### config.mk
export PLATFORM = sky130hd
export DESIGN_NAME = debug_pram_arbiter
export DESIGN_NICKNAME = d
export VERILOG_FILES = /design/src/rtl/debug_pram_arbiter.sv
export SDC_FILE = /design/constraint.sdc
export NUM_CORES = 1
export LEC_CHECK = 0
export BUFFER_PORTS_ARGS = -buffer_cell sky130_fd_sc_hd__buf_2
export CORE_MARGIN = 2
export CORE_UTILIZATION = 39
export CTS_CLUSTER_SIZE = 12
export DETAILED_ROUTE_END_ITERATION = 10
export PLACE_DENSITY = 0.86
export SYNTH_ARGS = -nofsm -noshare
export SYNTH_HDL_FRONTEND = slang
export SYNTH_SLANG_ARGS = --single-unit
### constraint.sdc
create_clock -name clk -period 2.8 [get_ports clk]
set_input_delay 0.28 -clock clk [delete_from_list [all_inputs] [get_ports clk]]
set_output_delay 0.28 -clock clk [all_outputs]
set_load 0.02 [all_outputs]
### src/rtl/debug_pram_arbiter.sv
// debug_pram_arbiter
// Shares the single-port program RAM between the CPU memory port and the
// on-chip debug coprocessor. Coprocessor strobes are captured into one write
// slot and one read slot. The slots outrank the CPU, and the write slot is
// served before the read slot. Read data is routed back to whichever side
// issued the read.
module debug_pram_arbiter #(
    parameter int ADDR_WIDTH = 16,
    parameter int DATA_WIDTH = 32
) (
    input  logic                    clk,
    input  logic                    reset,
    // debug coprocessor side
    input  logic                    ocd_lock_in,
    input  logic                    ocd_read_enable_in,
    input  logic [ADDR_WIDTH-1:0]   ocd_read_addr_in,
    input  logic                    ocd_write_enable_in,
    input  logic [ADDR_WIDTH-3:0]   ocd_write_addr_in,
    input  logic [DATA_WIDTH-1:0]   ocd_write_data_in,
    output logic                    ocd_read_enable_out,
    output logic [DATA_WIDTH-1:0]   ocd_read_data_out,
    // CPU side
    input  logic                    cpu_req,
    input  logic                    cpu_we,
    input  logic [ADDR_WIDTH-3:0]   cpu_addr,
    input  logic [3:0]              cpu_be,
    input  logic [DATA_WIDTH-1:0]   cpu_wdata,
    output logic                    cpu_gnt,
    output logic                    cpu_rvalid,
    output logic [DATA_WIDTH-1:0]   cpu_rdata,
    // RAM macro side
    output logic                    mem_en,
    output logic                    mem_we,
    output logic [3:0]              mem_be,
    output logic [ADDR_WIDTH-3:0]   mem_addr,
    output logic [DATA_WIDTH-1:0]   mem_wdata,
    input  logic [DATA_WIDTH-1:0]   mem_rdata
);

    localparam int WA = ADDR_WIDTH - 2;

    // pending coprocessor requests
    logic                  wr_pend_r;
    logic [WA-1:0]         wr_addr_r;
    logic [DATA_WIDTH-1:0] wr_data_r;
    logic                  rd_pend_r;
    logic [WA-1:0]         rd_addr_r;

    // read return tracking
    logic                  rd_owner_ocd_r;
    logic                  rd_owner_cpu_r;
    logic                  ocd_rd_en_r;
    logic [DATA_WIDTH-1:0] ocd_rd_data_r;

    // arbitration decisions for the current cycle
    logic                  issue_wr_s;
    logic                  issue_rd_s;
    logic                  gnt_s;

    // The byte-offset bits of the coprocessor read address carry no meaning.
    logic                  unused_addr_lsb_s;
    assign unused_addr_lsb_s = ^ocd_read_addr_in[1:0];

    // Fixed-priority arbitration from the registered slots: write, read, then CPU.
    always_comb begin
        issue_wr_s = 1'b0;
        issue_rd_s = 1'b0;
        gnt_s      = 1'b0;
        mem_en     = 1'b0;
        mem_we     = 1'b0;
        mem_be     = 4'h0;
        mem_addr   = {WA{1'b0}};
        mem_wdata  = {DATA_WIDTH{1'b0}};
        if (wr_pend_r) begin
            issue_wr_s = 1'b1;
            mem_en     = 1'b1;
            mem_we     = 1'b1;
            mem_be     = 4'hF;
            mem_addr   = wr_addr_r;
            mem_wdata  = wr_data_r;
        end else if (rd_pend_r) begin
            issue_rd_s = 1'b1;
            mem_en     = 1'b1;
            mem_addr   = rd_addr_r;
        end else if (cpu_req && !ocd_lock_in) begin
            gnt_s      = 1'b1;
            mem_en     = 1'b1;
            mem_we     = cpu_we;
            mem_be     = cpu_we ? cpu_be : 4'h0;
            mem_addr   = cpu_addr;
            mem_wdata  = cpu_wdata;
        end else begin
            gnt_s      = 1'b0;
        end
    end

    // Write slot: capture a strobe when empty; a strobe while pending is dropped.
    always_ff @(posedge clk or posedge reset) begin
        if (reset) begin
            wr_pend_r <= 1'b0;
            wr_addr_r <= {WA{1'b0}};
            wr_data_r <= {DATA_WIDTH{1'b0}};
        end else if (wr_pend_r) begin
            if (issue_wr_s) begin
                wr_pend_r <= 1'b0;
            end
        end else if (ocd_write_enable_in) begin
            wr_pend_r <= 1'b1;
            wr_addr_r <= ocd_write_addr_in;
            wr_data_r <= ocd_write_data_in;
        end
    end

    // Read slot: waits behind a pending write so that a read-back sees the new data.
    always_ff @(posedge clk or posedge reset) begin
        if (reset) begin
            rd_pend_r <= 1'b0;
            rd_addr_r <= {WA{1'b0}};
        end else if (rd_pend_r) begin
            if (issue_rd_s) begin
                rd_pend_r <= 1'b0;
            end
        end else if (ocd_read_enable_in) begin
            rd_pend_r <= 1'b1;
            rd_addr_r <= ocd_read_addr_in[ADDR_WIDTH-1:2];
        end
    end

    // Remember who issued the read whose data appears on mem_rdata next cycle.
    always_ff @(posedge clk or posedge reset) begin
        if (reset) begin
            rd_owner_ocd_r <= 1'b0;
            rd_owner_cpu_r <= 1'b0;
        end else begin
            rd_owner_ocd_r <= issue_rd_s;
            rd_owner_cpu_r <= gnt_s && !cpu_we;
        end
    end

    // Register the coprocessor's read data and pulse its valid one cycle later.
    always_ff @(posedge clk or posedge reset) begin
        if (reset) begin
            ocd_rd_en_r   <= 1'b0;
            ocd_rd_data_r <= {DATA_WIDTH{1'b0}};
        end else begin
            ocd_rd_en_r <= rd_owner_ocd_r;
            if (rd_owner_ocd_r) begin
                ocd_rd_data_r <= mem_rdata;
            end
        end
    end

    assign cpu_gnt             = gnt_s;
    assign cpu_rvalid          = rd_owner_cpu_r;
    assign cpu_rdata           = mem_rdata;
    assign ocd_read_enable_out = ocd_rd_en_r;
    assign ocd_read_data_out   = ocd_rd_data_r;

endmodule

* Yosys cells after proc, flatten, opt, wreduce, memory -nomap -nowiden
Index checks and enable logic that the tools add are counted.
** Word-level totals
- Register bits :: 97
- Bits of input ports :: 151
- Output and inout port bits :: 119
- Word-level logic and storage cells :: 44
** Operators by class
- Multiplexer cells :: 27
- Bitwise logic cells :: 2
- Reductions and logical operators :: 6
** Operator list (count)
- 32-bit two-way mux :: 3
- 14-bit two-way mux :: 3
- 1-bit two-way mux :: 17
- 4-bit two-way mux :: 4
- 2-bit AND reduction :: 2
- 1-bit logical AND :: 2
- 1-bit zero test :: 2
- 1-bit inverter :: 2

* Depth between registers and ports, before layout
- Depth after elaboration :: 6
- Gate-level depth with buffers :: 4

* Worst setup path after synthesis
Ideal clock, no wire load.
- Kind :: reg-to-output
- From :: reg rd_pend_r
- To :: out mem_wdata[23]
- Data arrival time :: 1.327 ns
- Setup slack :: 1.193 ns
- Stages on the path, launching flop included :: 5
- Path buffers :: 2
- Cell sequence :: dfrtp_1 > nor4b_2 > buf_4 > buf_6 > a22o_1
** Between the ends
- Cells in the longest elaborated chain, start to end :: 2
** RTL lines
- from (decl) :: line 46 : logic rd_pend_r;
- from (signal assigned) :: line 117 : rd_pend_r <= 1'b0;
- from (signal assigned) :: line 121 : rd_pend_r <= 1'b0;
- from (signal assigned) :: line 124 : rd_pend_r <= 1'b1;
- 32-bit two-way mux :: line 81 : end else if (rd_pend_r) begin
- 32-bit two-way mux :: line 74 : if (wr_pend_r) begin
- to (decl) :: line 36 : output logic [DATA_WIDTH-1:0] mem_wdata,
Every way passes these cells.

* Final worst setup path
- From :: reg wr_pend_r
- To :: out mem_addr[0]
** Between the ends
- Cells in the longest elaborated chain, start to end :: 1
** RTL lines
- from (decl) :: line 43 : logic wr_pend_r;
- from (signal assigned) :: line 100 : wr_pend_r <= 1'b0;
- from (signal assigned) :: line 105 : wr_pend_r <= 1'b0;
- from (signal assigned) :: line 108 : wr_pend_r <= 1'b1;
- 14-bit two-way mux :: line 74
- to (decl) :: line 35 : output logic [ADDR_WIDTH-3:0] mem_addr,
Every way passes these cells.

==> impl_metrics.yaml <==
status:
  outcome: "completed"
clock_tree:
  clockBufferDepth: 2
  clockRootBuffer: "clkbuf_16"
  post_cts_buffers: 0
  cts_buffers: 9
  htree_levels: 3
  clock_latency_ns: 0.34
  cts.repair.resized: 0
  cts-hold-fix-buffers: 1
  clkTransAtPathRegs_ns: 0.06
  cts_tree: "done"
  cts.sinks: 97
die:
  core_region_area_sq_mm: 0.0114
  die_h_microns: 112
  start_util_pct: 39.8
  ioPinCount: 270
  die_area_sq_mm: 0.0125
  placementRows: 39
  die_w_microns: 112
final_layout:
  design_area_sq_mm: 0.00604
  drive_gt1_share_pct: 68.6
  antenna_cells: 0
  fillCellCount: 952
  nNetsFinal: 706
  areaGrowthSynthToFinish_pct: 33.3
detailed_routing:
  vias_per_cell: 4.96
  ant_nets: 0
  drt-pass1-iter-count: 4
  drc_errors: 0
  drt_iter0_markers: 78
  dr_total_vias: 3478
  detail_route.wl_per_cell_microns: 16.5
  wirelength_mm: 11.6
sta:
  relSlewSlack_pct: 59.3
  setup_tns_ns: 0
  min_period_ns: 2.52
  hold_violations: 0
  tightestPinTransition_ns: 0.611
  clock-skew-final_ns: 0.00534
  fin_crit_sh_pct: 89.9
  fmax_mhz: 397
  grt_setup_unrepaired: "no"
  setup_viol: 0
  slew_viol_final: 0
worst_setup_path:
  crit_chain: "nor4b_4 > buf_4 > a221o_1 > buf_2"
  cp_data_required_time_ns: 2.52
  end_kind: "output port"
  cp_slowest_cell: "dfrtp_2"
  slowest_delay_ns: 0.63
  cpLargestDelayFamily: "buffers and inverters"
  crit_arrival_ns: 2.24
  cp-start-kind: "flop"
  worstSetupPathType: "flop to output port"
  timing.critical_path.buf_inv: 2
  crit_fanout: 48
grt:
  grt_pass1_wl_mm: 18.1
  grt-busiest-layer: "met2"
  grt.met3_usage_pct: 3.92
  gr-usage-met1_pct: 21.1
  use_met2_pct: 33.6
  antenna_found_initial: 0
  grt_usage_pct: 18.3
  grt_pass1_vias: 3599
  grt_overflow_total: 0
  grt_max_degree: 49
run:
  cap_viol_max_count: 0
placed_design:
  postPlaceCellArea_sq_mm: 0.00575
  io_buffers: 267
  hpwl_mm: 8.69
  place_congestion: 0.796
synthesis:
  synthCells: 325
  synth_edf_count: 0
  ys_warn_count: 0
  async_flop_share_pct: 100
  syn_area_sq_mm: 0.00453
  ys_seq_area_share_pct: 53.6
  ys_types: 21
  synthFlopType: "dfrtp_1"
  synth_nets: 476
  ys_seq_elements: 97
  syn_area_per_cell_sq_um: 13.9
power:
  power.net_switching_mw: 1.29
  power_frac_seq_pct: 43.7
  pwr-share-comb_pct: 28.5
  p_per_area_mw_per_mm2: 693
  switching_share_pct: 30.9
  p_clk_share_pct: 27.8
  ir_drop_uv: 368
  internal_power_mw: 2.89
  p_leak_nw: 3.10
min_path:
  hold_path.class: "input pin to flop"
==> power groups by stage <==
stage	clock [mW]	combinational, mW	sequential, mW
after detailed placement	0	1.20	1.85
after floorplan	0	0.675	1.96
final	1.16	1.19	1.83
after CTS	1.20	1.21	1.83
after global routing	1.26	1.27	1.87
after global placement	0	1.18	1.83
==> state kept, by name, indices dropped and copies added, names as in the netlist <==
name and count:
wr_addr_r 14, cpu_rvalid 1, rd_owner_ocd_r 1, ocd_read_data_out 32, wr_pend_r 1, rd_addr_r 14
ocd_read_enable_out 1, wr_data_r 32, rd_pend_r 1
==> synth_stat cells (all sizes together) (3+ instances only) <==
master / n / area share [%]
mux2: 92 / 23
inv: 6 / 0.50
nor2b: 3 / 0.41
and3b: 13 / 2.5
dfrtp: 97 / 54
a22o: 32 / 6.2
a221o: 14 / 3.1
clkbuf: 7 / 0.58
o21bai: 4 / 0.66
buf: 49 / 8.2
==> area by class of cell <==
class / instances / area, sq um / area share (%)
well taps: 143 / 179 / 2.96
inverters: 6 / 26.3 / 0.435
clock inverters: 2 / 13.8 / 0.228
clock buffers: 12 / 267 / 4.42
flip-flops and latches: 97 / 2430 / 40.2
repair buffers: 275 / 1420 / 23.6
multi-input cells: 166 / 1700 / 28.1
==> per-layer routing <==
layer | up-vias | wire length [microns] | share of wire [%]
li1 | 1625 | - | -
met2 | 160 | 6060 | 52
met5 | - | 0 | 0
met4 | 0 | 164 | 1.4
met1 | 1681 | 4560 | 39
met3 | 12 | 788 | 6.8
==> cells by family (layout without fill, tap and decap cells) <==
family                 Yosys count  in the layout  synth area share, %
DFF                             97             97                 53.6
muxes                           92             92                 22.9
buffers and inverters           62            295                 9.28
AOI/OAI and AO/OA               52             52                 10.2
and+or+nand+nor                 22             22                 4.03
==> metrics by stage <==
step	worst slack, ns	hold WS, ns	total power, mW	utilization (%)	std cells
global placement	0.703	0.333	3.01	50.5	686
floorplan	1.19	0.352	2.63	-	325
global route	0.153	0.156	4.39	53.1	701
finish	0.283	0.166	4.18	53.1	701
detailed placement	0.631	0.332	3.06	50.5	686
CTS	0.250	0.152	4.24	53.1	701
==> placed cells by master, fill, tap and decap left out, types with 2 or more instances in the layout <==
cell and n:
and3b_1 13, mux2_2 91, buf_12 2, clkbuf_16 9, buf_2 267, inv_1 5
nor2b_1 2, a22o_1 32, buf_4 5, a221o_1 14, dfrtp_1 96, o21bai_1 4
clkbuf_8 3
==> worst paths after layout <==
check                           slack [ns]  depth (start not counted)                    to            startpoint
worst max-delay path                  0.28                          4           mem_addr[0]             wr_pend_r
worst min-delay path                  0.17                          2          wr_addr_r[9]  ocd_write_addr_in[9]
worst max register to register        0.81                          3         wr_data_r[14]             wr_pend_r
worst min register to register        0.50                          1          rd_addr_r[6]          rd_addr_r[6]
max in group asynchronous             1.50                          4          rd_addr_r[7]                 reset
min in group asynchronous             0.53                          3  ocd_read_data_out[3]                 reset
Power figures use the tool's default switching activity.
